### config.mk
export PLATFORM = sky130hd
export DESIGN_NAME = lsu_axi4l_master
export DESIGN_NICKNAME = d
export VERILOG_FILES = /design/src/rtl/lsu_axi4l_master_pkg.sv /design/src/rtl/lsu_axi4l_master_wdt.sv /design/src/rtl/lsu_axi4l_master.sv
export SDC_FILE = /design/constraint.sdc
export NUM_CORES = 1
export LEC_CHECK = 0
export BUFFER_PORTS_ARGS = -buffer_cell sky130_fd_sc_hd__buf_2
export CORE_AREA = 2 2 112 114
export DETAILED_ROUTE_END_ITERATION = 10
export DIE_AREA = 0 0 114 116
export GPL_TIMING_DRIVEN = 0
export PLACE_DENSITY_LB_ADDON = 0.05
export SYNTH_ARGS = -nofsm -noshare
export SYNTH_HDL_FRONTEND = slang
export SYNTH_SLANG_ARGS = --single-unit
### constraint.sdc
create_clock -name clk -period 3.15 [get_ports clk]
set_input_delay 0 -clock clk [delete_from_list [all_inputs] [get_ports clk]]
set_output_delay 0 -clock clk [all_outputs]
set_load 0.05 [all_outputs]
### src/rtl/lsu_axi4l_master_pkg.sv
// rtl/lsu_axi4l_master_pkg.sv - shared types, AXI response codes and helpers for the LSU AXI4-Lite master
package lsu_axi4l_master_pkg;

  localparam logic [1:0] RESP_OKAY   = 2'b00;
  localparam logic [1:0] RESP_EXOKAY = 2'b01;
  localparam logic [1:0] RESP_SLVERR = 2'b10;
  localparam logic [1:0] RESP_DECERR = 2'b11;

  typedef enum logic [2:0] {
    ST_IDLE  = 3'd0,
    ST_WADDR = 3'd1,
    ST_WRESP = 3'd2,
    ST_RADDR = 3'd3,
    ST_RDATA = 3'd4
  } state_e;

  // Ceiling log2, used to size the watchdog counter.
  function automatic int clogb2(input int value);
    int v;
    int r;
    r = 0;
    v = value - 1;
    while (v > 0) begin
      r = r + 1;
      v = v >> 1;
    end
    return r;
  endfunction

  // Anything other than OKAY is reported to the core as an error.
  // EXOKAY has no meaning on AXI4-Lite, so it is treated as a failure too.
  function automatic logic resp_is_err(input logic [1:0] resp);
    return (resp == RESP_EXOKAY) || (resp == RESP_SLVERR) || (resp == RESP_DECERR);
  endfunction

endpackage

### src/rtl/lsu_axi4l_master_wdt.sv
// rtl/lsu_axi4l_master_wdt.sv - per-state watchdog counter that flags a stalled access
module lsu_axi4l_master_wdt
  import lsu_axi4l_master_pkg::*;
#(
  parameter int TIMEOUT = 256
) (
  input  logic clk,
  input  logic rst_n,
  input  logic clear_i,
  input  logic run_i,
  output logic expire_o
);

  localparam int CW = clogb2(TIMEOUT);
  localparam logic [CW-1:0] LAST = CW'(TIMEOUT - 1);

  logic [CW-1:0] cnt_q;
  logic [CW-1:0] cnt_d;

  // Clear has priority; the owner always changes state on expiry, so the count never wraps.
  always_comb begin
    cnt_d = cnt_q;
    if (clear_i) begin
      cnt_d = '0;
    end else if (run_i) begin
      cnt_d = cnt_q + CW'(1);
    end
  end

  // Counter register.
  always_ff @(posedge clk or negedge rst_n) begin
    if (!rst_n) begin
      cnt_q <= '0;
    end else begin
      cnt_q <= cnt_d;
    end
  end

  assign expire_o = run_i && (cnt_q == LAST);

endmodule

### src/rtl/lsu_axi4l_master.sv
// rtl/lsu_axi4l_master.sv - single-outstanding AXI4-Lite master bridging the core load/store unit
module lsu_axi4l_master
  import lsu_axi4l_master_pkg::*;
#(
  parameter int TIMEOUT = 256,
  parameter int ADDR_W  = 32,
  parameter int DATA_W  = 32
) (
  input  logic              clk,
  input  logic              rst_n,
  input  logic              req_i,
  input  logic              we_i,
  input  logic [ADDR_W-1:0] addr_i,
  input  logic [DATA_W-1:0] wdata_i,
  input  logic [3:0]        wstrb_i,
  output logic              busy_o,
  output logic              done_o,
  output logic              err_o,
  output logic [DATA_W-1:0] rdata_o,
  output logic [ADDR_W-1:0] m_axi_awaddr,
  output logic [2:0]        m_axi_awprot,
  output logic              m_axi_awvalid,
  input  logic              m_axi_awready,
  output logic [DATA_W-1:0] m_axi_wdata,
  output logic [3:0]        m_axi_wstrb,
  output logic              m_axi_wvalid,
  input  logic              m_axi_wready,
  input  logic [1:0]        m_axi_bresp,
  input  logic              m_axi_bvalid,
  output logic              m_axi_bready,
  output logic [ADDR_W-1:0] m_axi_araddr,
  output logic [2:0]        m_axi_arprot,
  output logic              m_axi_arvalid,
  input  logic              m_axi_arready,
  input  logic [DATA_W-1:0] m_axi_rdata,
  input  logic [1:0]        m_axi_rresp,
  input  logic              m_axi_rvalid,
  output logic              m_axi_rready
);

  state_e            state_q, state_d;
  logic [ADDR_W-1:0] addr_q, addr_d;
  logic [DATA_W-1:0] wdata_q, wdata_d;
  logic [3:0]        wstrb_q, wstrb_d;
  logic [DATA_W-1:0] rdata_q, rdata_d;
  logic              awvalid_q, awvalid_d;
  logic              wvalid_q, wvalid_d;
  logic              bready_q, bready_d;
  logic              arvalid_q, arvalid_d;
  logic              rready_q, rready_d;
  logic              aw_done_q, aw_done_d;
  logic              w_done_q, w_done_d;
  logic              busy_q, busy_d;
  logic              done_q, done_d;
  logic              err_q, err_d;
  logic              abort;
  logic              expire;
  logic              aw_hs;
  logic              w_hs;

  assign aw_hs = awvalid_q && m_axi_awready;
  assign w_hs  = wvalid_q && m_axi_wready;

  lsu_axi4l_master_wdt #(
    .TIMEOUT (TIMEOUT)
  ) u_wdt (
    .clk      (clk),
    .rst_n    (rst_n),
    .clear_i  (state_d != state_q),
    .run_i    (state_q != ST_IDLE),
    .expire_o (expire)
  );

  // Next-state and registered-output logic; a handshake on the expiry edge beats the abort.
  always_comb begin
    state_d   = state_q;
    addr_d    = addr_q;
    wdata_d   = wdata_q;
    wstrb_d   = wstrb_q;
    rdata_d   = rdata_q;
    awvalid_d = awvalid_q;
    wvalid_d  = wvalid_q;
    bready_d  = bready_q;
    arvalid_d = arvalid_q;
    rready_d  = rready_q;
    aw_done_d = aw_done_q;
    w_done_d  = w_done_q;
    busy_d    = busy_q;
    done_d    = 1'b0;
    err_d     = 1'b0;
    abort     = 1'b0;

    unique case (state_q)
      ST_IDLE: begin
        if (req_i) begin
          addr_d    = addr_i;
          wdata_d   = wdata_i;
          wstrb_d   = wstrb_i;
          busy_d    = 1'b1;
          aw_done_d = 1'b0;
          w_done_d  = 1'b0;
          if (we_i) begin
            state_d   = ST_WADDR;
            awvalid_d = 1'b1;
            wvalid_d  = 1'b1;
          end else begin
            state_d   = ST_RADDR;
            arvalid_d = 1'b1;
          end
        end
      end
      ST_WADDR: begin
        if (aw_hs) begin
          awvalid_d = 1'b0;
          aw_done_d = 1'b1;
        end
        if (w_hs) begin
          wvalid_d = 1'b0;
          w_done_d = 1'b1;
        end
        if ((aw_done_q || aw_hs) && (w_done_q || w_hs)) begin
          state_d  = ST_WRESP;
          bready_d = 1'b1;
        end else if (expire) begin
          abort = 1'b1;
        end
      end
      ST_WRESP: begin
        if (m_axi_bvalid && bready_q) begin
          bready_d = 1'b0;
          done_d   = 1'b1;
          err_d    = resp_is_err(m_axi_bresp);
          busy_d   = 1'b0;
          state_d  = ST_IDLE;
        end else if (expire) begin
          abort = 1'b1;
        end
      end
      ST_RADDR: begin
        if (arvalid_q && m_axi_arready) begin
          arvalid_d = 1'b0;
          rready_d  = 1'b1;
          state_d   = ST_RDATA;
        end else if (expire) begin
          abort = 1'b1;
        end
      end
      ST_RDATA: begin
        if (m_axi_rvalid && rready_q) begin
          rdata_d  = m_axi_rdata;
          rready_d = 1'b0;
          done_d   = 1'b1;
          err_d    = resp_is_err(m_axi_rresp);
          busy_d   = 1'b0;
          state_d  = ST_IDLE;
        end else if (expire) begin
          abort = 1'b1;
        end
      end
      default: begin
        state_d = ST_IDLE;
      end
    endcase

    if (abort) begin
      awvalid_d = 1'b0;
      wvalid_d  = 1'b0;
      bready_d  = 1'b0;
      arvalid_d = 1'b0;
      rready_d  = 1'b0;
      rdata_d   = '0;
      done_d    = 1'b1;
      err_d     = 1'b1;
      busy_d    = 1'b0;
      state_d   = ST_IDLE;
    end
  end

  // State and output registers; reset discards any access in flight.
  always_ff @(posedge clk or negedge rst_n) begin
    if (!rst_n) begin
      state_q   <= ST_IDLE;
      addr_q    <= '0;
      wdata_q   <= '0;
      wstrb_q   <= '0;
      rdata_q   <= '0;
      awvalid_q <= 1'b0;
      wvalid_q  <= 1'b0;
      bready_q  <= 1'b0;
      arvalid_q <= 1'b0;
      rready_q  <= 1'b0;
      aw_done_q <= 1'b0;
      w_done_q  <= 1'b0;
      busy_q    <= 1'b0;
      done_q    <= 1'b0;
      err_q     <= 1'b0;
    end else begin
      state_q   <= state_d;
      addr_q    <= addr_d;
      wdata_q   <= wdata_d;
      wstrb_q   <= wstrb_d;
      rdata_q   <= rdata_d;
      awvalid_q <= awvalid_d;
      wvalid_q  <= wvalid_d;
      bready_q  <= bready_d;
      arvalid_q <= arvalid_d;
      rready_q  <= rready_d;
      aw_done_q <= aw_done_d;
      w_done_q  <= w_done_d;
      busy_q    <= busy_d;
      done_q    <= done_d;
      err_q     <= err_d;
    end
  end

  assign busy_o        = busy_q;
  assign done_o        = done_q;
  assign err_o         = err_q;
  assign rdata_o       = rdata_q;
  assign m_axi_awaddr  = addr_q;
  assign m_axi_awprot  = 3'b000;
  assign m_axi_awvalid = awvalid_q;
  assign m_axi_wdata   = wdata_q;
  assign m_axi_wstrb   = wstrb_q;
  assign m_axi_wvalid  = wvalid_q;
  assign m_axi_bready  = bready_q;
  assign m_axi_araddr  = addr_q;
  assign m_axi_arprot  = 3'b000;
  assign m_axi_arvalid = arvalid_q;
  assign m_axi_rready  = rready_q;

endmodule

# == Yosys cells after proc, flatten, opt, wreduce, memory -nomap -nowiden ==
# Index checks and enable logic that the tools add are counted.
# word_totals
output_inout_bits,146
regBits,121
# op_classes
n_eq_ne,24
addsub,1
n_mux,56
reduce_logical,34
# op_table
operator,n
2-to-1 mux 32 bit,3
2-to-1 mux 1 bit,32
inequality test 3 bit (second input constant),9
2-to-1 mux 3 bit,6
case mux 1 bit (2 select lines),9
2-to-1 mux 8 bit,2
AND reduction 4 bit,4
case mux 3 bit (5 select lines),1
nonzero test 3 bit,5
AND reduction 3 bit,4
adder 8 x 1 -> 8 bit (second input constant),1
equality test 2 bit (second input constant),4
equality test 8 bit (second input constant),1
nonzero test 2 bit,4
logical AND 1 bit,7
equality test 3 x 2 -> 1 bit (second input constant),2
logical OR 1 bit,6
inequality test 2 bit (second input constant),3
equality test 2 x 1 -> 1 bit (second input constant),2
case mux 1 bit (4 select lines),1
AND reduction 2 bit,2
nonzero test 4 bit,1
equality test 3 x 1 -> 1 bit (second input constant),1
equality test 3 bit (second input constant),1
4 further kinds,4

# == Logic depth before layout (Yosys ltp) ==
# Gate-level depths: netlist (run 1).
# depth
ltp_word,8
mapped_depth,7

# == Hierarchy ==
# From an unflattened synthesis (run 1), not the netlist that was laid out.
# hier_totals
cells_unflattened,592
hier_area_um2,5253.8
# modules_own_cells
module,area_per_inst_um2,cells_per_inst,seq_area_each_um2,instances
lsu_axi4l_master,4844.6,551,2827.7,1
lsu_axi4l_master_wdt,409.1,41,200.2,1

# == Worst setup path before layout (run 1) ==
# OpenSTA, ideal clock, no wires.
# synth_timing
kind,register to register
start,reg wvalid_q (netlist: m_axi_wvalid)
end,reg done_q (netlist: done_o)
period_less_slack_ps,1771
path_stages_with_launch,5
arrival_time_ps,1640
slack_ps,1379
setup_ps,131
required_ps,3019
n_path_buf,0
path_cell_list,dfrtp_1 a21oi_1 o211ai_1 a21boi_4 or3_1
# synth_between
elab_chain_len,6
# synth_lines
item,line_no,text
start: declaration,lsu_axi4l_master.sv:47,"logic wvalid_q, wvalid_d;"
start signal: assignment,lsu_axi4l_master.sv:204,wvalid_q <= wvalid_d;
logical AND 1 bit,lsu_axi4l_master.sv:62,assign w_hs = wvalid_q && m_axi_wready;
logical OR 1 bit,lsu_axi4l_master.sv:121,if ((aw_done_q || aw_hs) && (w_done_q || w_hs)) begin
logical AND 1 bit,lsu_axi4l_master.sv:121,
2-to-1 mux 1 bit,lsu_axi4l_master.sv:121,
case mux 1 bit (4 select lines),lsu_axi4l_master.sv:93,unique case (state_q)
2-to-1 mux 1 bit,lsu_axi4l_master.sv:165,if (abort) begin
via done_d,lsu_axi4l_master.sv:54,"logic done_q, done_d;"
end signal: assignment,lsu_axi4l_master.sv:211,done_q <= done_d;
end: declaration,lsu_axi4l_master.sv:54,
# The timed path passes the listed nets, and every way through them passes these cells.
# A chain may end at the register's enable or synchronous reset.

# == Final worst setup path (run 1) ==
# layout_timing
start,reg state_q[1]
end,reg err_q (netlist: err_o)
# layout_between
elab_chain_len,6
elab_cells_between_ends,14
# layout_lines
item,line_no,text
start: declaration,lsu_axi4l_master.sv:41,"state_e state_q, state_d;"
start signal: assignment,lsu_axi4l_master.sv:198,state_q <= state_d;
nonzero test 3 bit,lsu_axi4l_master.sv:70,".run_i (state_q != ST_IDLE),"
logical AND 1 bit,lsu_axi4l_master_wdt.sv:39,assign expire_o = run_i && (cnt_q == LAST);
2-to-1 mux 1 bit,n/a,
"2-to-1 mux 1 bit, on equally long branches",n/a,
case mux 1 bit (4 select lines),lsu_axi4l_master.sv:93,
2-to-1 mux 1 bit *,lsu_axi4l_master.sv:165,
via err_d,lsu_axi4l_master.sv:55,"logic err_q, err_d;"
end signal: assignment,lsu_axi4l_master.sv:212,err_q <= err_d;
end: declaration,lsu_axi4l_master.sv:55,
# Mark *: on every way through the listed nets, which the timed path passes. The rest lies on a longest branch.

==> report_table.html, run 1 <==
<table>
<tr><th>Metric</th><th>Value</th></tr>
<tr><th colspan="2">Setup path</th></tr>
<tr><td>Kind of start point of the critical path</td><td>flip-flop</td></tr>
<tr><td>Depth of the worst register-to-register path</td><td>9</td></tr>
<tr><td>Kind of cell adding the most delay to the critical path</td><td>buffers and inverters</td></tr>
<tr><td>Worst-path fanout max</td><td>10</td></tr>
<tr><td>Beginning of the critical path</td><td>state_q[1]$_DFF_PN0_</td></tr>
<tr><td>Setup CP Type</td><td>flip-flop to flip-flop</td></tr>
<tr><td>CP required</td><td>about 3.5 ns</td></tr>
<tr><td>Worst setup slack for register-to-register paths</td><td>roughly 0.27 ns</td></tr>
<tr><td>Cell with the largest stage delay on the worst path</td><td>sky130_fd_sc_hd__dlygate4sd3_1</td></tr>
<tr><td>Series of cell instances along the critical path</td><td>buf_4 &gt; nor2_1 &gt; and4_1 &gt; buf_2 &gt; buf_2 &gt; o21ai_0 &gt; dlygate4sd3_1 &gt; nand3b_1 &gt; dlygate4sd3_1</td></tr>
<tr><td>Launching point of the worst reg2reg path</td><td>state_q[1]$_DFF_PN0_</td></tr>
<tr><td>Worst Setup EP</td><td>err_o$_DFF_PN0_</td></tr>
<tr><td>Instance count on the critical path</td><td>9</td></tr>
<tr><td>Element type at the critical path end</td><td>flip-flop</td></tr>
<tr><td>Worst Path Arrival</td><td>approximately 3.2 ns</td></tr>
<tr><td>Endpoint of the most critical register-to-register path</td><td>err_o$_DFF_PN0_</td></tr>
<tr><td>Delay of the slowest cell on the worst path</td><td>roughly 0.57 ns</td></tr>
<tr><td>Buffers &amp; Inverters on Critical Path</td><td>5</td></tr>
<tr><th colspan="2">Placement</th></tr>
<tr><td>Placed wire-length estimate</td><td>about 10,000 um</td></tr>
<tr><td>Instance area after placement</td><td>roughly 6800 sq um</td></tr>
<tr><td>Count of port buffers added during placement</td><td>~250</td></tr>
<tr><td>Placer Congestion</td><td>about 0.79</td></tr>
<tr><th colspan="2">STA</th></tr>
<tr><td>Post-route minimum period</td><td>2.88 ns</td></tr>
<tr><td>Max-slew violation total from the final report</td><td>0</td></tr>
<tr><td>Slew HR</td><td>62.5%</td></tr>
<tr><td>Peak Freq</td><td>about 350 MHz</td></tr>
<tr><td>Final clock skew</td><td>about 0.0058 ns</td></tr>
<tr><td>Setup Viol. Count Final</td><td>0</td></tr>
<tr><td>Count of final hold-check violations</td><td>0</td></tr>
<tr><td>Slew of the pin with the lowest slew margin</td><td>0.563 ns</td></tr>
<tr><td>RSZ-0062 raised after global routing</td><td>no</td></tr>
<tr><td>Setup Total Neg Slack</td><td>0 ns</td></tr>
<tr><td>Final cycle utilization of the critical path</td><td>roughly nine tenths</td></tr>
<tr><th colspan="2">Detailed routing</th></tr>
<tr><td>Vias</td><td>4,750</td></tr>
<tr><td>Post-detailed-route DRC marker count</td><td>0</td></tr>
<tr><td>Detailed-route wire length</td><td>around 16,000 um</td></tr>
<tr><td>Number of DRC violations after detailed-routing iteration 0</td><td>approximately 210</td></tr>
<tr><td>DR vias/cell</td><td>roughly 4.8</td></tr>
<tr><td>Remaining antenna violation count after routing</td><td>0</td></tr>
<tr><td>Per-cell routed wire length</td><td>approximately 16 um</td></tr>
<tr><td>Number of iterations in the first detailed-routing pass</td><td>4</td></tr>
<tr><th colspan="2">Yosys</th></tr>
<tr><td>Number of distinct library cells after synthesis</td><td>43</td></tr>
<tr><td>Post-Syn Area per Cell</td><td>between 10 and 15 sq um</td></tr>
<tr><td>Top cells by count, synth</td><td>sky130_fd_sc_hd__dfrtp_1, sky130_fd_sc_hd__mux2_2, sky130_fd_sc_hd__nand2_1, sky130_fd_sc_hd__buf_4, sky130_fd_sc_hd__a21oi_1</td></tr>
<tr><td>Syn Inst Count</td><td>about 450</td></tr>
<tr><td>Count of yosys warnings during synthesis</td><td>0</td></tr>
<tr><td>Share of the synthesized netlist area taken by xor and xnor gates</td><td>1.17%</td></tr>
<tr><td>Compound-cell area share of the yosys netlist</td><td>about 7.0%</td></tr>
<tr><td>Fraction of the yosys area taken by sequential cells</td><td>57.6%</td></tr>
<tr><td>Post-synthesis register bit count</td><td>around 120</td></tr>
<tr><td>Synth Area in Adders</td><td>0.238%</td></tr>
<tr><td>Synthesized cell area</td><td>5250 sq um</td></tr>
<tr><td>Dominant cell type by area after synthesis</td><td>sky130_fd_sc_hd__dfrtp_1</td></tr>
<tr><td>Primary flip-flop cell chosen by synthesis mapping</td><td>sky130_fd_sc_hd__dfrtp_1</td></tr>
<tr><td>Simple logic cell fraction of the synthesized area</td><td>a little over a tenth</td></tr>
<tr><td>Ys async rst share</td><td>100%</td></tr>
<tr><td>Area share of the leading cell type in the synthesized netlist</td><td>between 50 and 60%</td></tr>
<tr><td>Number of enable flip-flop cells after synthesis</td><td>0</td></tr>
<tr><td>Dominant combinational cell family by area after synthesis</td><td>multiplexers</td></tr>
<tr><td>Mux contribution to synthesized area</td><td>between 10% and 20%</td></tr>
<tr><td>Ranking of synthesized cells by area</td><td>sky130_fd_sc_hd__dfrtp_1, sky130_fd_sc_hd__mux2_2, sky130_fd_sc_hd__buf_4</td></tr>
<tr><td>Top-count cell post-synth</td><td>sky130_fd_sc_hd__dfrtp_1</td></tr>
<tr><th colspan="2">Run status</th></tr>
<tr><td>Result of the run</td><td>complete, no violations</td></tr>
<tr><th colspan="2">Clock network</th></tr>
<tr><td>Number of levels the H-tree was split into</td><td>4</td></tr>
<tr><td>Clk root buf</td><td>sky130_fd_sc_hd__clkbuf_16</td></tr>
<tr><td>Sink count of the clock tree</td><td>approximately 120</td></tr>
<tr><td>Setup repair bufs after CTS</td><td>0</td></tr>
<tr><td>Worst-Skew Late Latency</td><td>roughly 0.41 ns</td></tr>
<tr><td>Clock tree from TritonCTS</td><td>built</td></tr>
<tr><td>Gates resized, CTS repair</td><td>0</td></tr>
<tr><td>Number of clock buffers inserted by TritonCTS</td><td>17</td></tr>
<tr><td>Number of buffers on the longest clock path</td><td>2</td></tr>
<tr><td>Post-CTS clock slew at the launch and capture registers of the worst setup and hold paths</td><td>0.05 ns</td></tr>
<tr><th colspan="2">Global route</th></tr>
<tr><td>GR peak layer</td><td>met2</td></tr>
<tr><td>Number of antenna violations at the first check in global routing</td><td>0</td></tr>
<tr><td>Fraction of met2 tracks used by global routing</td><td>just over 40%</td></tr>
<tr><td>Met3 usage in global routing</td><td>7.01%</td></tr>
<tr><td>First-pass GRT wire length</td><td>23,800 um</td></tr>
<tr><td>Met1 Usage GRT</td><td>a little over a quarter</td></tr>
<tr><td>Global router's overall resource usage</td><td>roughly a quarter</td></tr>
<tr><td>Largest net degree at the start of global routing</td><td>64</td></tr>
<tr><td>Total congestion overflow</td><td>0</td></tr>
<tr><td>Vias in the first global route</td><td>around 4,800</td></tr>
<tr><th colspan="2">Pwr</th></tr>
<tr><td>Static power due to leakage</td><td>around 4.2 nW</td></tr>
<tr><td>Total Power</td><td>10.6 mW</td></tr>
<tr><td>Internal</td><td>around 5.1 mW</td></tr>
<tr><td>Power Density</td><td>1270 nW/um^2</td></tr>
<tr><td>Share of total power in sequential cells</td><td>roughly a quarter</td></tr>
<tr><td>Share of total power in the clock network</td><td>between 10% and 20%</td></tr>
<tr><td>VDD IR-drop max</td><td>approximately 0.74 mV</td></tr>
<tr><td>Combinational Power Share</td><td>58.2%</td></tr>
<tr><td>Switching pwr</td><td>approximately 5.5 mW</td></tr>
<tr><td>Switching power as a share of total power</td><td>between 50% and 60%</td></tr>
<tr><th colspan="2">Cells and area</th></tr>
<tr><td>Cell area after layout</td><td>approximately 8300 sq um</td></tr>
<tr><td>Count of nets after finishing</td><td>943</td></tr>
<tr><td>Layout cells sized above 1</td><td>between 40 and 50%</td></tr>
<tr><td>Count of inserted antenna diode cells</td><td>0</td></tr>
<tr><td>Area growth from synthesis to layout</td><td>58.4%</td></tr>
<tr><th colspan="2">Floorplanning</th></tr>
<tr><td>Die height</td><td>roughly 120 um</td></tr>
<tr><td>Die area</td><td>13,200 sq um</td></tr>
<tr><td>Number of standard-cell rows in the floorplan</td><td>40</td></tr>
<tr><td>Starting Density</td><td>between 40 and 50%</td></tr>
<tr><td>Number of top-level design ports</td><td>roughly 260</td></tr>
<tr><td>Chip Width</td><td>roughly 110 um</td></tr>
<tr><td>Core Box Area</td><td>around 12,000 sq um</td></tr>
<tr><th colspan="2">Worst hold path</th></tr>
<tr><td>Hold Crit Class</td><td>primary input to flip-flop</td></tr>
<tr><th colspan="2">Job</th></tr>
<tr><td>Number of maximum-capacitance constraint violations</td><td>0</td></tr>
</table>
[tightest hold or removal path: stages]
cell and delay (ns):
sky130_fd_sc_hd__buf_2 0.09, sky130_fd_sc_hd__nand3_1 0.13, sky130_fd_sc_hd__nand3_1 0.12, sky130_fd_sc_hd__a21oi_1 0.06
[cell families (layout without fill, tap and decap cells)]
| logic type | count (synthesis) | after routing |
|---|---|---|
| AOI/OAI and AO/OA | 62 | 62 |
| xor gates and xnor gates | 7 | 7 |
| adders and majority gates | 1 | 1 |
| buffers and inverters | 64 | 452 |
| DFF | 121 | 121 |
| muxes | 70 | 70 |
| other | 1 | 6 |
| and+or+nand+nor | 121 | 121 |
[sequential cells by signal, summed over array words and instances, names as in the netlist, 3 cells and up]
name	count
m_axi_araddr	32
m_axi_wdata	32
state_q	3
u_wdt.cnt_q	8
m_axi_wstrb	4
rdata_o	32
[power by group through the flow]
| stage | sequential (mW) | clock, mW | combinational (mW) |
|---|---|---|---|
| 4_1_cts | 2.71 | 1.74 | 6.16 |
| 2_1_floorplan | 5.05 | 0 | 2.34 |
| 3_3_place_gp | 2.70 | 0 | 5.97 |
| 6_report | 2.72 | 1.70 | 6.16 |
| 3_5_place_dp | 2.73 | 0 | 6.05 |
| 5_1_grt | 2.82 | 1.81 | 6.45 |
[per-layer routing]
| metal | share of wire (%) | wire [um] |
|---|---|---|
| met1 | 39 | 6120 |
| met2 | 51 | 8050 |
| met3 | 6.8 | 1060 |
| met4 | 2.6 | 407 |
| met5 | 0 | 0 |
[repair_timing]
action                                  in CTS  in global routing
endpoints found under the setup margin       0                  0
hold buffers                               105                  0
endpoints found under the hold margin      163                  0
[cells in the final DEF (no fill, tap or decap), types with 2 or more instances in the layout]
cell                            synthesis  layout
sky130_fd_sc_hd__xor2_1                 3       3
sky130_fd_sc_hd__a31oi_1                2       2
sky130_fd_sc_hd__dlygate4sd3_1          0     105
sky130_fd_sc_hd__conb_1                 1       6
sky130_fd_sc_hd__or3_1                  2       2
sky130_fd_sc_hd__a21oi_1               41      41
sky130_fd_sc_hd__buf_2                  7     258
sky130_fd_sc_hd__clkbuf_8               0       4
sky130_fd_sc_hd__o21ai_0                8       8
sky130_fd_sc_hd__xnor2_1                4       4
sky130_fd_sc_hd__mux2_2                69      69
sky130_fd_sc_hd__nand2b_1               2       2
sky130_fd_sc_hd__nor3_1                14      14
sky130_fd_sc_hd__clkbuf_1               4      10
sky130_fd_sc_hd__clkinv_2               0       3
sky130_fd_sc_hd__nand4_1                3       3
sky130_fd_sc_hd__nand3_1                5       5
sky130_fd_sc_hd__dfrtp_1              121     121
sky130_fd_sc_hd__inv_1                  2       2
sky130_fd_sc_hd__clkbuf_16              0      17
sky130_fd_sc_hd__and3_1                 3       3
sky130_fd_sc_hd__nand3b_1               2       2
sky130_fd_sc_hd__o211ai_1               2       2
sky130_fd_sc_hd__nand2_1               69      69
sky130_fd_sc_hd__nor2_1                13      13
sky130_fd_sc_hd__buf_4                 49      49
sky130_fd_sc_hd__buf_6                  1       2
[cell type report]
type / count / area, sq um
Inverter: 2 / 7.51
Buffer: 62 / 434
Tap cell: 147 / 184
Multi-Input combinational cell: 267 / 1800
Fill cell: 868 / 3590
Sequential cell: 121 / 3030
Timing Repair Buffer: 358 / 2350
Clock inverter: 3 / 15.0
Clock buffer: 27 / 503
[through the flow]
stage | instances | worst slack [ns] | hold slack, ns | utilization (%)
after floorplan | 452 | 1.38 | -0.296 | -
after global placement | 851 | 0.573 | 0.231 | 56.4
after detailed placement | 852 | 1.18 | 0.0105 | 56.7
after CTS | 987 | 0.334 | 0.00824 | 69.8
after global routing | 987 | 0.117 | 0.0395 | 69.8
final | 987 | 0.271 | 0.0241 | 69.8
[worst min-delay path by stage]
stage,from,end,slack [ns],depth (start not counted)
floorplan,rst_n,aw_done_q$_DFFE_PN0P_,-0.30,0
global placement,wdata_i[23],m_axi_wdata[23]$_DFFE_PN0P_,0.23,2
detailed placement,rst_n,m_axi_wvalid$_DFFE_PN0P_,0.01,1
CTS,m_axi_arready,state_q[1]$_DFF_PN0_,0.008,4
global route,m_axi_wready,w_done_q$_DFFE_PN0P_,0.04,4
finish,m_axi_arready,state_q[1]$_DFF_PN0_,0.02,4
No activity file was read; power rests on OpenSTA's default activity.
==> run 2: changes to the inputs <==
CELL_PAD_IN_SITES_DETAIL_PLACEMENT = 1   (was not set)
CELL_PAD_IN_SITES_GLOBAL_PLACEMENT = 2   (was not set)
CORE_AREA = 2 2 138 140   (was 2 2 112 114)
DIE_AREA = 0 0 140 142   (was 0 0 114 116)
GPL_TIMING_DRIVEN = 1   (was 0)
==> run 2 against run 1 <==
Compared with the run above: the run now ends with design-rule violations left; first-iteration DRC count down 40%; critical endpoint unchanged; final cell count up 3.1%; setup slack better by 0.34 ns; sequential cell count unchanged; via count down 5.3%; routed wire length up 1.6%; non-clock buffer count down 58; core utilization down 26 points; global-route usage down 7.0 points; hold slack worse by 0.013 ns; clock skew up 0.0040 ns.
==> report_table.html, run 2 (synthesis gave the netlist of run 1 again) <==
<table>
<tr><th>Metric</th><th>Value</th></tr>
<tr><th colspan="2">Run status</th></tr>
<tr><td>Result of the run</td><td>finished, violations left</td></tr>
<tr><td>Violations in the final reports</td><td>design-rule violations</td></tr>
<tr><th colspan="2">Clock network</th></tr>
<tr><td>Setup repair bufs after CTS</td><td>0</td></tr>
<tr><td>Number of buffers on the longest clock path</td><td>2</td></tr>
<tr><td>Number of clock buffers inserted by TritonCTS</td><td>17</td></tr>
<tr><td>Clock tree from TritonCTS</td><td>built</td></tr>
<tr><td>Sink count of the clock tree</td><td>121</td></tr>
<tr><td>Hold-fix buffers at CTS</td><td>between 100 and 150</td></tr>
<tr><td>Post-CTS clock slew at the launch and capture registers of the worst setup and hold paths</td><td>0.06 ns</td></tr>
<tr><td>Clk root buf</td><td>sky130_fd_sc_hd__clkbuf_16</td></tr>
<tr><td>Number of levels the H-tree was split into</td><td>4</td></tr>
<tr><td>Gates resized, CTS repair</td><td>0</td></tr>
<tr><td>Worst-Skew Late Latency</td><td>0.42 ns</td></tr>
<tr><th colspan="2">Setup path</th></tr>
<tr><td>Endpoint of the most critical register-to-register path</td><td>err_o$_DFF_PN0_</td></tr>
<tr><td>Worst-path fanout max</td><td>17</td></tr>
<tr><td>Element type at the critical path end</td><td>flip-flop</td></tr>
<tr><td>Series of cell instances along the critical path</td><td>nand3b_1 &gt; nor2_1 &gt; o21ai_0 &gt; dlygate4sd3_1 &gt; nand3b_1 &gt; dlygate4sd3_1</td></tr>
<tr><td>Kind of start point of the critical path</td><td>flip-flop</td></tr>
<tr><td>Buffers &amp; Inverters on Critical Path</td><td>2</td></tr>
<tr><td>Launching point of the worst reg2reg path</td><td>state_q[0]$_DFF_PN0_</td></tr>
<tr><td>Setup CP Type</td><td>flip-flop to flip-flop</td></tr>
<tr><td>Cell with the largest stage delay on the worst path</td><td>sky130_fd_sc_hd__dlygate4sd3_1</td></tr>
<tr><td>Worst Path Arrival</td><td>2.88 ns</td></tr>
<tr><td>Kind of cell adding the most delay to the critical path</td><td>buffers and inverters</td></tr>
<tr><td>Instance count on the critical path</td><td>6</td></tr>
<tr><td>Worst setup slack for register-to-register paths</td><td>roughly 0.61 ns</td></tr>
<tr><td>Delay of the slowest cell on the worst path</td><td>approximately 0.57 ns</td></tr>
<tr><td>CP required</td><td>3.50 ns</td></tr>
<tr><td>Depth of the worst register-to-register path</td><td>6</td></tr>
<tr><th colspan="2">Worst hold path</th></tr>
<tr><td>Startpoint of the most critical hold path</td><td>m_axi_wready</td></tr>
<tr><td>Hold-critical path endpoint</td><td>w_done_q$_DFFE_PN0P_</td></tr>
<tr><td>Hold Crit Class</td><td>primary input to flip-flop</td></tr>
<tr><td>Instance count along the most critical hold path</td><td>4</td></tr>
<tr><th colspan="2">Floorplanning</th></tr>
<tr><td>Die area</td><td>a little under 20,000 sq um</td></tr>
<tr><td>Core Box Area</td><td>18,500 sq um</td></tr>
<tr><td>Number of standard-cell rows in the floorplan</td><td>50</td></tr>
<tr><td>Starting Density</td><td>between 20% and 30%</td></tr>
<tr><td>Chip Width</td><td>140 um</td></tr>
<tr><td>Number of top-level design ports</td><td>around 260</td></tr>
<tr><td>Die height</td><td>about 140 um</td></tr>
<tr><th colspan="2">STA</th></tr>
<tr><td>RSZ-0062 raised after global routing</td><td>no</td></tr>
<tr><td>Setup Total Neg Slack</td><td>0 ns</td></tr>
<tr><td>Peak Freq</td><td>roughly 390 MHz</td></tr>
<tr><td>Post-route minimum period</td><td>roughly 2.5 ns</td></tr>
<tr><td>Count of final hold-check violations</td><td>0</td></tr>
<tr><td>Max-slew violation total from the final report</td><td>0</td></tr>
<tr><td>Slew of the pin with the lowest slew margin</td><td>0.696 ns</td></tr>
<tr><td>Final clock skew</td><td>between 0.009 and 0.01 ns</td></tr>
<tr><td>Slew HR</td><td>between 50% and 60%</td></tr>
<tr><td>Setup Viol. Count Final</td><td>0</td></tr>
<tr><td>Final cycle utilization of the critical path</td><td>roughly four fifths</td></tr>
<tr><th colspan="2">Job</th></tr>
<tr><td>Number of maximum-capacitance constraint violations</td><td>0</td></tr>
<tr><th colspan="2">Detailed routing</th></tr>
<tr><td>Vias</td><td>about 4,500</td></tr>
<tr><td>DR vias/cell</td><td>~4.4</td></tr>
<tr><td>Number of iterations in the first detailed-routing pass</td><td>8</td></tr>
<tr><td>Remaining antenna violation count after routing</td><td>0</td></tr>
<tr><td>Post-detailed-route DRC marker count</td><td>20</td></tr>
<tr><td>Number of DRC violations after detailed-routing iteration 0</td><td>between 100 and 150</td></tr>
<tr><td>Per-cell routed wire length</td><td>~16 um</td></tr>
<tr><td>Detailed-route wire length</td><td>15,900 um</td></tr>
<tr><th colspan="2">Placement</th></tr>
<tr><td>Placed Instances</td><td>around 900</td></tr>
<tr><td>Count of port buffers added during placement</td><td>between 200 and 300</td></tr>
<tr><td>Placed wire-length estimate</td><td>around 11,000 um</td></tr>
<tr><td>Placer Congestion</td><td>0.736</td></tr>
<tr><th colspan="2">Cells and area</th></tr>
<tr><td>Final core occ</td><td>44.2%</td></tr>
<tr><td>Count of nets after finishing</td><td>885</td></tr>
<tr><td>Fill cell count</td><td>between 2,000 and 2,500</td></tr>
<tr><td>Area growth from synthesis to layout</td><td>55.2%</td></tr>
<tr><td>Commonest cells after routing, fill and taps aside</td><td>sky130_fd_sc_hd__buf_2, sky130_fd_sc_hd__dfrtp_1, sky130_fd_sc_hd__dlygate4sd3_1, sky130_fd_sc_hd__nand2_1, sky130_fd_sc_hd__mux2_2</td></tr>
<tr><td>Leading cell type in the layout, fill and taps excluded</td><td>sky130_fd_sc_hd__buf_2</td></tr>
<tr><td>Non-filler cells in the finished layout</td><td>about 1,000</td></tr>
<tr><td>Layout cells sized above 1</td><td>a little under half</td></tr>
<tr><td>Count of inserted antenna diode cells</td><td>0</td></tr>
<tr><th colspan="2">Global route</th></tr>
<tr><td>Vias in the first global route</td><td>4,926</td></tr>
<tr><td>Global router's overall resource usage</td><td>between 10% and 20%</td></tr>
<tr><td>Largest net degree at the start of global routing</td><td>74</td></tr>
<tr><td>First-pass GRT wire length</td><td>between 20,000 and 30,000 um</td></tr>
<tr><td>Number of antenna violations at the first check in global routing</td><td>0</td></tr>
<tr><td>Total congestion overflow</td><td>0</td></tr>
</table>
[run 2: cell count changes in the layout (fill, tap and decap cells not counted), sizes merged]
cell | before | now
buf | 310 | 257
bufinv | 0 | 4
clkbuf | 32 | 18
clkinv | 3 | 7
inv | 2 | 5
[run 2: worst reg2reg max path: cells and delay by family, from the launching register on]
kind            cells  cell delay [ns]
simple gates        3             0.67
buf+inv             2             1.13
compound gates      1             0.13
flops               1             0.55
[run 2: worst max path at each step]
stage | from | to | slack [ns]
6_report | state_q[0]$_DFF_PN0_ | err_o$_DFF_PN0_ | 0.61
5_1_grt | state_q[0]$_DFF_PN0_ | err_o$_DFF_PN0_ | 0.38
4_1_cts | state_q[0]$_DFF_PN0_ | err_o$_DFF_PN0_ | 0.59
3_5_place_dp | u_wdt.cnt_q[0]$_DFFE_PN0P_ | state_q[0]$_DFF_PN0_ | 0.99
3_3_place_gp | state_q[0]$_DFF_PN0_ | state_q[0]$_DFF_PN0_ | 1.03
2_1_floorplan | m_axi_wvalid$_DFFE_PN0P_ | done_o$_DFF_PN0_ | 1.38
[run 2: stage by stage]
stage	area [sq um]	setup slack (ns)	hold WS (ns)
finish	8150	0.612	0.0112
floorplan	5270	1.38	-0.296
detailed placement	6470	0.993	0.0963
global placement	6470	1.03	0.0820
global route	8150	0.378	0.0426
CTS	8150	0.594	0.0000993
[run 2: cell type report]
type,count,area [sq um],share of cell area (%)
clock buffer,18,429,5.26
clock inverter,14,196,2.41
inverter,2,7.51,0.0921
multi-input combinational,267,1810,22.2
sequential,121,3030,37.1
tap,234,293,3.59
timing repair buffer,362,2390,29.3
[run 2: per-layer routing]
metal,track usage (%),up-vias,part of all wire [%]
met5,0,-,0
met4,6.01,0,1.6
met3,4.31,19,6.7
met2,28.2,151,51
met1,19.8,2193,41
li1,-,2136,-
Power of run 2 is left out: the tool's default activity adds up to more than one toggle a clock period on the data nets, which glitch-free logic cannot reach.
==> run 3: changes to the inputs <==
CORE_AREA = 2 2 148 150   (was 2 2 138 140)
DIE_AREA = 0 0 150 152   (was 0 0 140 142)
clock period = 2.04 ns   (was 3.15 ns; I/O delays follow)
==> run 3 against run 2 <==
Compared with the run above: the flow now finishes without violations; sequential cell count is the same; sequential share of layout area shrank 0.76 points; routed wire length grew 5.5%; register-to-register slack lost 0.47 ns; fmax grew 34%; global-route usage shrank 1.4 points; non-clock buffer count grew 15; clock-buffer cell count shrank 1; highest routed layer unchanged; via count grew 1.6%; clock skew grew 0.0012 ns; core utilization shrank 5.2 points; cell area grew 2.1%.
==> report_table.html, run 3 (synthesis gave the netlist of run 1 again) <==
<table>
<tr><th>Metric</th><th>Value</th></tr>
<tr><th colspan="2">STA</th></tr>
<tr><td>Final cycle utilization of the critical path</td><td>approximately 93%</td></tr>
<tr><td>Count of final hold-check violations</td><td>0</td></tr>
<tr><td>Peak Freq</td><td>about 530 MHz</td></tr>
<tr><td>Final clock skew</td><td>0.0110 ns</td></tr>
<tr><td>Setup Viol. Count Final</td><td>0</td></tr>
<tr><td>Max-slew violation total from the final report</td><td>0</td></tr>
<tr><td>RSZ-0062 raised after global routing</td><td>no</td></tr>
<tr><td>Post-route minimum period</td><td>approximately 1.9 ns</td></tr>
<tr><td>Setup Total Neg Slack</td><td>0 ns</td></tr>
<tr><th colspan="2">Setup path</th></tr>
<tr><td>Kind of start point of the critical path</td><td>flip-flop</td></tr>
<tr><td>Kind of cell adding the most delay to the critical path</td><td>buffers and inverters</td></tr>
<tr><td>Series of cell instances along the critical path</td><td>buf_4 &gt; nor4b_2 &gt; buf_4 &gt; buf_12 &gt; mux2_2</td></tr>
<tr><td>Element type at the critical path end</td><td>flip-flop</td></tr>
<tr><td>Setup CP Type</td><td>flip-flop to flip-flop</td></tr>
<tr><td>Critical Path Most Common Cell</td><td>sky130_fd_sc_hd__buf_4</td></tr>
<tr><td>Delay of the slowest cell on the worst path</td><td>0.47 ns</td></tr>
<tr><td>Buffers &amp; Inverters on Critical Path</td><td>3</td></tr>
<tr><td>Depth of the worst register-to-register path</td><td>5</td></tr>
<tr><td>Launching point of the worst reg2reg path</td><td>state_q[0]$_DFF_PN0_</td></tr>
<tr><td>Worst-path fanout max</td><td>29</td></tr>
<tr><td>Endpoint of the most critical register-to-register path</td><td>m_axi_araddr[27]$_DFFE_PN0P_</td></tr>
<tr><td>Worst setup slack for register-to-register paths</td><td>between 0.1 and 0.15 ns</td></tr>
<tr><td>CP required</td><td>between 2 and 2.5 ns</td></tr>
<tr><td>Cell with the largest stage delay on the worst path</td><td>sky130_fd_sc_hd__dfrtp_1</td></tr>
<tr><td>Worst Path Arrival</td><td>2.18 ns</td></tr>
<tr><th colspan="2">Cells and area</th></tr>
<tr><td>Count of nets after finishing</td><td>900</td></tr>
<tr><td>Leading cell type in the layout, fill and taps excluded</td><td>sky130_fd_sc_hd__buf_2</td></tr>
<tr><td>Area growth from synthesis to layout</td><td>58.4%</td></tr>
<tr><td>Commonest cells after routing, fill and taps aside</td><td>sky130_fd_sc_hd__buf_2, sky130_fd_sc_hd__dfrtp_1, sky130_fd_sc_hd__dlygate4sd3_1, sky130_fd_sc_hd__nand2_1, sky130_fd_sc_hd__mux2_2</td></tr>
<tr><td>Non-filler cells in the finished layout</td><td>around 1,100</td></tr>
<tr><td>Final core occ</td><td>39.0%</td></tr>
<tr><td>Count of inserted antenna diode cells</td><td>0</td></tr>
<tr><td>Layout cells sized above 1</td><td>a little under half</td></tr>
<tr><th colspan="2">Floorplanning</th></tr>
<tr><td>Die height</td><td>152 um</td></tr>
<tr><td>Core Box Area</td><td>~21,000 sq um</td></tr>
<tr><td>Number of top-level design ports</td><td>around 260</td></tr>
<tr><td>Starting Density</td><td>24.6%</td></tr>
<tr><td>Die area</td><td>around 23,000 sq um</td></tr>
<tr><td>Number of standard-cell rows in the floorplan</td><td>54</td></tr>
<tr><td>Chip Width</td><td>~150 um</td></tr>
<tr><th colspan="2">Clock network</th></tr>
<tr><td>Worst-Skew Late Latency</td><td>0.41 ns</td></tr>
<tr><td>Post-CTS clock slew at the launch and capture registers of the worst setup and hold paths</td><td>about 0.060 ns</td></tr>
<tr><td>Number of levels the H-tree was split into</td><td>4</td></tr>
<tr><td>Number of buffers on the longest clock path</td><td>2</td></tr>
<tr><td>Sink count of the clock tree</td><td>between 100 and 150</td></tr>
<tr><td>Number of clock buffers inserted by TritonCTS</td><td>17</td></tr>
<tr><td>Clock tree from TritonCTS</td><td>built</td></tr>
<tr><td>Clk root buf</td><td>sky130_fd_sc_hd__clkbuf_16</td></tr>
<tr><th colspan="2">Global route</th></tr>
<tr><td>Vias in the first global route</td><td>4,932</td></tr>
<tr><td>Largest net degree at the start of global routing</td><td>67</td></tr>
<tr><td>First-pass GRT wire length</td><td>26,600 um</td></tr>
<tr><td>Global router's overall resource usage</td><td>between 10 and 15%</td></tr>
<tr><td>Number of antenna violations at the first check in global routing</td><td>0</td></tr>
<tr><td>Total congestion overflow</td><td>0</td></tr>
<tr><th colspan="2">Job</th></tr>
<tr><td>Number of maximum-capacitance constraint violations</td><td>0</td></tr>
<tr><th colspan="2">Pwr</th></tr>
<tr><td>VDD IR-drop max</td><td>between 0.6 and 0.7 mV</td></tr>
<tr><td>Power Density</td><td>a little under 2000 nW/um^2</td></tr>
<tr><td>Total Power</td><td>16.1 mW</td></tr>
<tr><td>Static power due to leakage</td><td>3.99 nW</td></tr>
<tr><th colspan="2">Detailed routing</th></tr>
<tr><td>Number of iterations in the first detailed-routing pass</td><td>4</td></tr>
<tr><td>Post-detailed-route DRC marker count</td><td>0</td></tr>
<tr><td>Per-cell routed wire length</td><td>15.5 um</td></tr>
<tr><td>Remaining antenna violation count after routing</td><td>0</td></tr>
<tr><td>Vias</td><td>~4,600</td></tr>
<tr><td>Number of DRC violations after detailed-routing iteration 0</td><td>132</td></tr>
<tr><td>DR vias/cell</td><td>4.24</td></tr>
<tr><td>Detailed-route wire length</td><td>16,800 um</td></tr>
<tr><th colspan="2">Placement</th></tr>
<tr><td>Placed wire-length estimate</td><td>roughly 12,000 um</td></tr>
<tr><td>Count of port buffers added during placement</td><td>around 250</td></tr>
<tr><td>Placer Congestion</td><td>0.722</td></tr>
<tr><td>Placed Instances</td><td>940</td></tr>
<tr><th colspan="2">Worst hold path</th></tr>
<tr><td>Startpoint of the most critical hold path</td><td>m_axi_wready</td></tr>
<tr><td>Hold-critical path endpoint</td><td>w_done_q$_DFFE_PN0P_</td></tr>
<tr><td>Hold Crit Class</td><td>primary input to flip-flop</td></tr>
<tr><td>Instance count along the most critical hold path</td><td>4</td></tr>
<tr><th colspan="2">Run status</th></tr>
<tr><td>Result of the run</td><td>complete, no violations</td></tr>
</table>
==> run 3: cell types whose count changed in the layout (fill, tap and decap cells not counted), sizes merged <==
| cell | delta |
|---|---|
| clkbuf | -1 |
| buf | +13 |
| clkinvlp | +5 |
| bufinv | -3 |
| inv | +1 |
| clkinv | -2 |
| dlygate4sd3 | +2 |
==> run 3: through the flow <==
stage,hold WS [ns],area (sq um),setup slack (ns)
3_3_place_gp,-0.164,6680,0.137
5_1_grt,0.0347,8320,0.0288
2_1_floorplan,-0.296,5270,0.269
3_5_place_dp,-0.163,6680,0.111
4_1_cts,0.0101,8320,0.0993
6_report,0.0187,8320,0.145
==> run 3: worst reg2reg max path: stages, from the launching register on <==
cell and delay [ns]:
sky130_fd_sc_hd__dfrtp_1 0.47, sky130_fd_sc_hd__buf_4 0.21, sky130_fd_sc_hd__nor4b_2 0.31, sky130_fd_sc_hd__buf_4 0.21
sky130_fd_sc_hd__buf_12 0.19, sky130_fd_sc_hd__mux2_2 0.39
==> run 3: layer usage <==
layer | track usage, % | vias to the layer above | part of all wire (%)
met5 | 0 | - | 0
met4 | 5.12 | 0 | 2.0
met3 | 3.78 | 24 | 5.4
met2 | 27.2 | 142 | 53
met1 | 16.8 | 2238 | 40
li1 | - | 2168 | -
==> run 3: cell type report <==
class / count / area (sq um)
clock inverter: 15 / 145
timing repair buffer: 377 / 2560
sequential: 121 / 3030
clock buffer: 17 / 425
tap: 280 / 350
fill: 2430 / 13000
inverter: 2 / 7.51
multi-input combinational: 267 / 1810
==> run 3: repair_timing <==
| item | 4_1_cts | 5_1_grt |
|---|---|---|
| endpoints found under the setup margin | 0 | 0 |
| endpoints found under the hold margin | 225 | 0 |
| setup buffers | 0 | 0 |
| hold buffers | 107 | 0 |
| gates resized for setup | 0 | 0 |
==> run 3: power breakdown <==
group	total, mW	switching (mW)	internal, mW	leakage, nW
Sequential	4.19	0.687	3.51	1.50
Clock	2.89	1.19	1.70	0.264
Combinational	9.04	6.67	2.37	2.22
==> run 3: how the worst max path moves through the flow <==
| stage | startpoint | end | slack, ns | depth (start not counted) |
|---|---|---|---|---|
| 6_report | state_q[0]$_DFF_PN0_ | m_axi_araddr[27]$_DFFE_PN0P_ | 0.14 | 5 |
| 5_1_grt | state_q[0]$_DFF_PN0_ | m_axi_araddr[24]$_DFFE_PN0P_ | 0.03 | 5 |
| 4_1_cts | state_q[0]$_DFF_PN0_ | m_axi_wdata[26]$_DFFE_PN0P_ | 0.1 | 5 |
| 3_5_place_dp | state_q[0]$_DFF_PN0_ | m_axi_wstrb[0]$_DFFE_PN0P_ | 0.11 | 5 |
| 3_3_place_gp | state_q[0]$_DFF_PN0_ | m_axi_araddr[24]$_DFFE_PN0P_ | 0.14 | 5 |
| 2_1_floorplan | m_axi_wvalid$_DFFE_PN0P_ | done_o$_DFF_PN0_ | 0.27 | 4 |
